### config.mk
export PLATFORM = sky130hd
export DESIGN_NAME = nibble_serial_adder_ctrl_flat
export DESIGN_NICKNAME = d
export VERILOG_FILES = /design/src/rtl/nibble_serial_adder_ctrl_if.sv /design/src/rtl/nibble_serial_adder_ctrl.sv /design/src/flat_wrapper.sv
export SDC_FILE = /design/constraint.sdc
export NUM_CORES = 1
export LEC_CHECK = 0
export CAP_MARGIN = 10
export CORE_MARGIN = 3
export CORE_UTILIZATION = 50
export CTS_CLUSTER_DIAMETER = 40
export DETAILED_ROUTE_END_ITERATION = 10
export PLACE_DENSITY_LB_ADDON = 0.08
export SYNTH_ARGS = -nofsm -noshare
export SYNTH_HDL_FRONTEND = slang
export SYNTH_SLANG_ARGS = --single-unit
### constraint.sdc
create_clock -name clk -period 3 [get_ports clk]
set_clock_uncertainty 0.15 [all_clocks]
set_input_delay 0.6 -clock clk [delete_from_list [all_inputs] [get_ports clk]]
set_output_delay 0.6 -clock clk [all_outputs]
set_load 0.05 [all_outputs]
### src/rtl/nibble_serial_adder_ctrl_if.sv
// Operand/result handshake bundle for nibble_serial_adder_ctrl.
// Optional out_ovf is present only when ADD_SEQ_OVF_EN is defined.
interface nibble_serial_adder_ctrl_if #(
   parameter int WIDTH = 16
);
   logic             in_valid;
   logic             in_ready;
   logic [WIDTH-1:0] in_a;
   logic [WIDTH-1:0] in_b;
   logic             in_cin;
   logic             out_valid;
   logic             out_ready;
   logic [WIDTH-1:0] out_sum;
   logic             out_cout;
   logic             busy;
`ifdef ADD_SEQ_OVF_EN
   logic             out_ovf;

   modport slave (
      input  in_valid, in_a, in_b, in_cin, out_ready,
      output in_ready, out_valid, out_sum, out_cout, busy, out_ovf
   );
   modport master (
      output in_valid, in_a, in_b, in_cin, out_ready,
      input  in_ready, out_valid, out_sum, out_cout, busy, out_ovf
   );
`else
   modport slave (
      input  in_valid, in_a, in_b, in_cin, out_ready,
      output in_ready, out_valid, out_sum, out_cout, busy
   );
   modport master (
      output in_valid, in_a, in_b, in_cin, out_ready,
      input  in_ready, out_valid, out_sum, out_cout, busy
   );
`endif
endinterface

### src/rtl/nibble_serial_adder_ctrl.sv
// WIDTH-bit adder built from one 4-bit carry-lookahead slice, one nibble per cycle.
// Define ADD_SEQ_OVF_EN to add the signed-overflow output out_ovf.
module nibble_serial_adder_ctrl #(
   parameter int WIDTH = 16
) (
   input  logic                        clk,
   input  logic                        rst_n,
   nibble_serial_adder_ctrl_if.slave   io
);
   localparam int NIB   = WIDTH / 4;
   localparam int IDX_W = (NIB > 1) ? $clog2(NIB) : 1;

   typedef enum logic [1:0] {S_IDLE, S_RUN, S_DONE} state_t;

   state_t             r_state;
   state_t             w_state_next;
   logic [WIDTH-1:0]   r_a;
   logic [WIDTH-1:0]   r_b;
   logic [WIDTH-1:0]   r_sum;
   logic               r_carry;
   logic               r_cout;
   logic [IDX_W-1:0]   r_idx;
   logic               w_in_ready;
   logic               w_out_valid;
   logic               w_busy;
   logic               w_last;
   logic [3:0]         w_a_nib;
   logic [3:0]         w_b_nib;
   logic [3:0]         w_p;
   logic [3:0]         w_g;
   logic [4:0]         w_c;
   logic [3:0]         w_slice_sum;

   assign w_a_nib = r_a[{r_idx, 2'b00} +: 4];
   assign w_b_nib = r_b[{r_idx, 2'b00} +: 4];
   assign w_last  = (r_idx == IDX_W'(NIB - 1));

   // Carry-lookahead slice: every carry is a flat function of p, g and the incoming carry.
   assign w_p    = w_a_nib ^ w_b_nib;
   assign w_g    = w_a_nib & w_b_nib;
   assign w_c[0] = r_carry;
   assign w_c[1] = w_g[0] | (w_p[0] & w_c[0]);
   assign w_c[2] = w_g[1] | (w_p[1] & w_g[0]) | (w_p[1] & w_p[0] & w_c[0]);
   assign w_c[3] = w_g[2] | (w_p[2] & w_g[1]) | (w_p[2] & w_p[1] & w_g[0])
                 | (w_p[2] & w_p[1] & w_p[0] & w_c[0]);
   assign w_c[4] = w_g[3] | (w_p[3] & w_g[2]) | (w_p[3] & w_p[2] & w_g[1])
                 | (w_p[3] & w_p[2] & w_p[1] & w_g[0])
                 | (w_p[3] & w_p[2] & w_p[1] & w_p[0] & w_c[0]);
   assign w_slice_sum = w_p ^ w_c[3:0];

   always_ff @(posedge clk or negedge rst_n) begin
      if (!rst_n) begin
         r_state <= S_IDLE;
      end else begin
         r_state <= w_state_next;
      end
   end

   always_comb begin
      w_state_next = r_state;
      w_in_ready   = 1'b0;
      w_out_valid  = 1'b0;
      w_busy       = 1'b0;
      case (r_state)
         S_IDLE: begin
            w_in_ready = 1'b1;
            if (io.in_valid) w_state_next = S_RUN;
         end
         S_RUN: begin
            w_busy = 1'b1;
            if (w_last) w_state_next = S_DONE;
         end
         S_DONE: begin
            w_busy      = 1'b1;
            w_out_valid = 1'b1;
            if (io.out_ready) w_state_next = S_IDLE;
         end
         default: w_state_next = S_IDLE;
      endcase
   end

   always_ff @(posedge clk or negedge rst_n) begin
      if (!rst_n) begin
         r_a     <= '0;
         r_b     <= '0;
         r_sum   <= '0;
         r_carry <= 1'b0;
         r_cout  <= 1'b0;
         r_idx   <= '0;
      end else begin
         case (r_state)
            S_IDLE: begin
               if (io.in_valid) begin
                  r_a     <= io.in_a;
                  r_b     <= io.in_b;
                  r_carry <= io.in_cin;
                  r_idx   <= '0;
               end
            end
            S_RUN: begin
               r_sum[{r_idx, 2'b00} +: 4] <= w_slice_sum;
               r_carry                    <= w_c[4];
               r_idx                      <= r_idx + 1'b1;
               if (w_last) r_cout <= w_c[4];
            end
            default: ;
         endcase
      end
   end

`ifdef ADD_SEQ_OVF_EN
   logic r_ovf;

   // The top nibble is being written on the DONE transition, so its MSB comes from the slice.
   always_ff @(posedge clk or negedge rst_n) begin
      if (!rst_n) begin
         r_ovf <= 1'b0;
      end else if (r_state == S_RUN && w_last) begin
         r_ovf <= (r_a[WIDTH-1] == r_b[WIDTH-1]) && (w_slice_sum[3] != r_a[WIDTH-1]);
      end
   end

   assign io.out_ovf = r_ovf;
`endif

   assign io.in_ready  = w_in_ready;
   assign io.out_valid = w_out_valid;
   assign io.busy      = w_busy;
   assign io.out_sum   = r_sum;
   assign io.out_cout  = r_cout;
endmodule

### src/flat_wrapper.sv
// flat-port wrapper written by rule: the top's interface ports become plain ports
module nibble_serial_adder_ctrl_flat 
#(
   parameter int WIDTH = 16
)
  (clk, rst_n, io_in_valid, io_in_a, io_in_b, io_in_cin, io_out_ready, io_in_ready, io_out_valid, io_out_sum, io_out_cout, io_busy);
  nibble_serial_adder_ctrl_if #(.WIDTH(WIDTH)) io_i ();
  input  logic clk;
  input  logic rst_n;
  input wire logic [$bits(io_i.in_valid)-1:0] io_in_valid;
  input wire logic [$bits(io_i.in_a)-1:0] io_in_a;
  input wire logic [$bits(io_i.in_b)-1:0] io_in_b;
  input wire logic [$bits(io_i.in_cin)-1:0] io_in_cin;
  input wire logic [$bits(io_i.out_ready)-1:0] io_out_ready;
  output wire logic [$bits(io_i.in_ready)-1:0] io_in_ready;
  output wire logic [$bits(io_i.out_valid)-1:0] io_out_valid;
  output wire logic [$bits(io_i.out_sum)-1:0] io_out_sum;
  output wire logic [$bits(io_i.out_cout)-1:0] io_out_cout;
  output wire logic [$bits(io_i.busy)-1:0] io_busy;
  assign io_i.in_valid = io_in_valid;
  assign io_i.in_a = io_in_a;
  assign io_i.in_b = io_in_b;
  assign io_i.in_cin = io_in_cin;
  assign io_i.out_ready = io_out_ready;
  assign io_in_ready = io_i.in_ready;
  assign io_out_valid = io_i.out_valid;
  assign io_out_sum = io_i.out_sum;
  assign io_out_cout = io_i.out_cout;
  assign io_busy = io_i.busy;
  nibble_serial_adder_ctrl #(.WIDTH(WIDTH)) u_core (.clk(clk), .rst_n(rst_n), .io(io_i));
endmodule
==> impl_metrics.json <==
{
  "ir_drop_mv": 0.6114,
  "antenna_found_initial": 0,
  "yosysWarnings": 0,
  "fp-row-count": 25,
  "rsz0062_at_grt": "no",
  "critPathBufInv": 2,
  "grt_pass1_wl_mm": 9.080,
  "hold_ws_ps": 245.7,
  "maxCapViolCount": 0,
  "ys_seq_area_share_pct": 52.86,
  "finalSetupViolCount": 0,
  "tns_ps": 0,
  "cts_root_buf": "clkbuf_8",
  "hold_path_class": "in -> async",
  "period_minus_slack_ps": 2664,
  "drcViolationCount": 0,
  "synth_ff_type": "dfrtp_1",
  "die_h_um": 77.50,
  "crit_chain": "inv_1 > ha_1 > clkdlybuf4s50_1",
  "diodes": 0,
  "start_util_pct": 53.06,
  "wirelength_mm": 5.271,
  "htree_levels": 2,
  "dieArea_um2": 6006,
  "relSlewSlack_pct": 50.68,
  "cp.depth": 3,
  "insertion_delay_ps": 310,
  "slowest_delay_ps": 840,
  "layout_commonest_cell": "clkdlybuf4s50_1",
  "final_cell_mix": "clkdlybuf4s50_1, dfrtp_1, mux2_2",
  "dp_hpwl_mm": 4.003,
  "cp.arrival_ps": 1910,
  "worst_pin_slew_ps": 737.1,
  "wl_per_cell_um": 17.45,
  "cts.repair.resized": 0,
  "grt_max_degree": 55,
  "syn-num-nets": 228,
  "grt_pass1_vias": 1920,
  "area_delta_synth_final_pct": 27.31,
  "syn_inst": 176,
  "post_cts_buffers": 0,
  "ant_nets": 0,
  "grt_usage_pct": 19.19,
  "synth_edf_count": 0,
  "gp_congestion": 0.8290,
  "hold_viol": 0,
  "cts_tree": "yes",
  "cp.required_ps": 2250,
  "slew_viol_final": 0,
  "ys_seq_elements": 54,
  "dieWidth_um": 77.50,
  "cts_sinks": 54,
  "reg2regPathDepth": 6,
  "drtIter0Drc": 87,
  "yosysUniqueCellTypes": 32,
  "timing.fmax_ghz": 0.3754,
  "pin_count": 57,
  "via_count": 1641,
  "overflow": 0,
  "holdBufCountCts": 0,
  "final_nets": 286,
  "reg2reg_from": "u_core.r_idx[0]",
  "multi_input_area_um2": 1127,
  "cp-end-kind": "primary output",
  "path_clk_slew_ps": 100,
  "cp-start-kind": "flip-flop",
  "fill_cells": 366,
  "cts_buffers": 5,
  "path_class": "reg -> out",
  "cp_top_family": "buffers and inverters",
  "seq_area_um2": 1351,
  "slowest_stage": "clkdlybuf4s50_1",
  "first_pass_iters": 4,
  "core_um2": 4817,
  "status": "finished clean",
  "async_reset_ff_share_pct": 100.0,
  "r2r_slack_ps": 360,
  "syn-cell-area_um2": 2556,
  "powerDensity_nw_per_um2": 1221,
  "period_share_pct": 88.80,
  "cp_max_fo": 5,
  "r2r-end": "u_core.io.out_sum[6]",
  "port_buffers": 56,
  "viasPerCell": 5.434,
  "avgSynthCellArea_um2": 14.52,
  "clockBufferDepth": 2,
  "p_leak_nw": 1.408,
  "drive_gt1_share_pct": 23.40
}
## report_power, final
part	leakage (nW)	total, mW	internal [mW]	switching (mW)
Combinational	0.687	2.27	0.993	1.28
Clock	0.0482	0.415	0.187	0.228
Sequential	0.673	1.29	1.05	0.242
## through the flow
step / util [%] / std cells / worst slack, ps / area, um2 / power (mW)
2_1_floorplan: - / 176 / 517.2 / 2556 / 2.932
3_3_place_gp: 65.66 / 294 / 407.3 / 3163 / 3.466
3_5_place_dp: 65.66 / 294 / 329.5 / 3163 / 3.589
5_1_grt: 67.56 / 302 / 141.7 / 3254 / 4.258
6_report: 67.56 / 302 / 335.9 / 3254 / 3.972
4_1_cts: 67.56 / 302 / 306.7 / 3254 / 4.003
## worst register-to-register path, cell delays in order (launching register included)
cell and delay [ps]:
dfrtp_1 670, mux4_2 630, ha_1 330, a21o_1 130, a21oi_2 60, xnor2_1 390
a22o_1 220
## cells in the mapped netlist (all sizes together) (2+ instances only)
library cell | n | area share [%]
nand2 | 8 | 1.3
o21ai | 4 | 0.93
dfrtp | 54 | 53
mux2 | 33 | 15
xor2 | 2 | 0.98
a22o | 16 | 5.5
inv | 8 | 1.2
a21oi | 7 | 1.5
ha | 14 | 6.9
mux4 | 8 | 7.0
buf | 7 | 1.9
## final cells by class
type	instances	share of cell area, %
Timing Repair Buffer	58	17.53
Clock buffer	7	2.653
Inverter	8	0.9227
Tap cell	67	2.576
Multi-Input combinational cell	107	34.64
Sequential cell	54	41.52
Clock inverter	1	0.1538
## routing by layer
metal	global-route usage (%)	part of all wire, %	up-vias
met5	0	0	-
met4	7.295	2.6	0
met3	4.408	4.9	17
met2	35.32	54	53
met1	21.40	39	809
li1	-	-	762
## kinds of logic after synthesis
family	count (synthesis)	share of synthesized area, %
AO/OA/AOI/OAI	32	9.496
multiplexers	41	21.59
flip-flops	54	52.86
AND/OR/NAND/NOR	16	4.063
adder cells (fa/ha/maj)	15	7.636
buffers and inverters	15	3.035
XOR/XNOR	3	1.322
## state kept, by name, summed over array words and instances, names as in the netlist
register            cells
u_core.io.out_sum      16
u_core.r_a             16
u_core.r_b             16
u_core.r_idx            2
u_core.r_state          2
u_core.io.out_cout      1
u_core.r_carry          1
## how the worst max path moves through the flow
stage,startpoint,end,slack (ps)
after floorplan,u_core.r_idx[0],u_core.io.out_sum[7],520
after global placement,u_core.r_idx[0],u_core.io.out_sum[7],410
after detailed placement,u_core.r_idx[0],u_core.io.out_sum[6],330
after CTS,u_core.r_idx[0],u_core.io.out_sum[6],310
after global routing,u_core.r_idx[0],u_core.io.out_sum[14],140
final,u_core.r_state[0],io_in_ready,340
(Power assumes the default switching activity.)
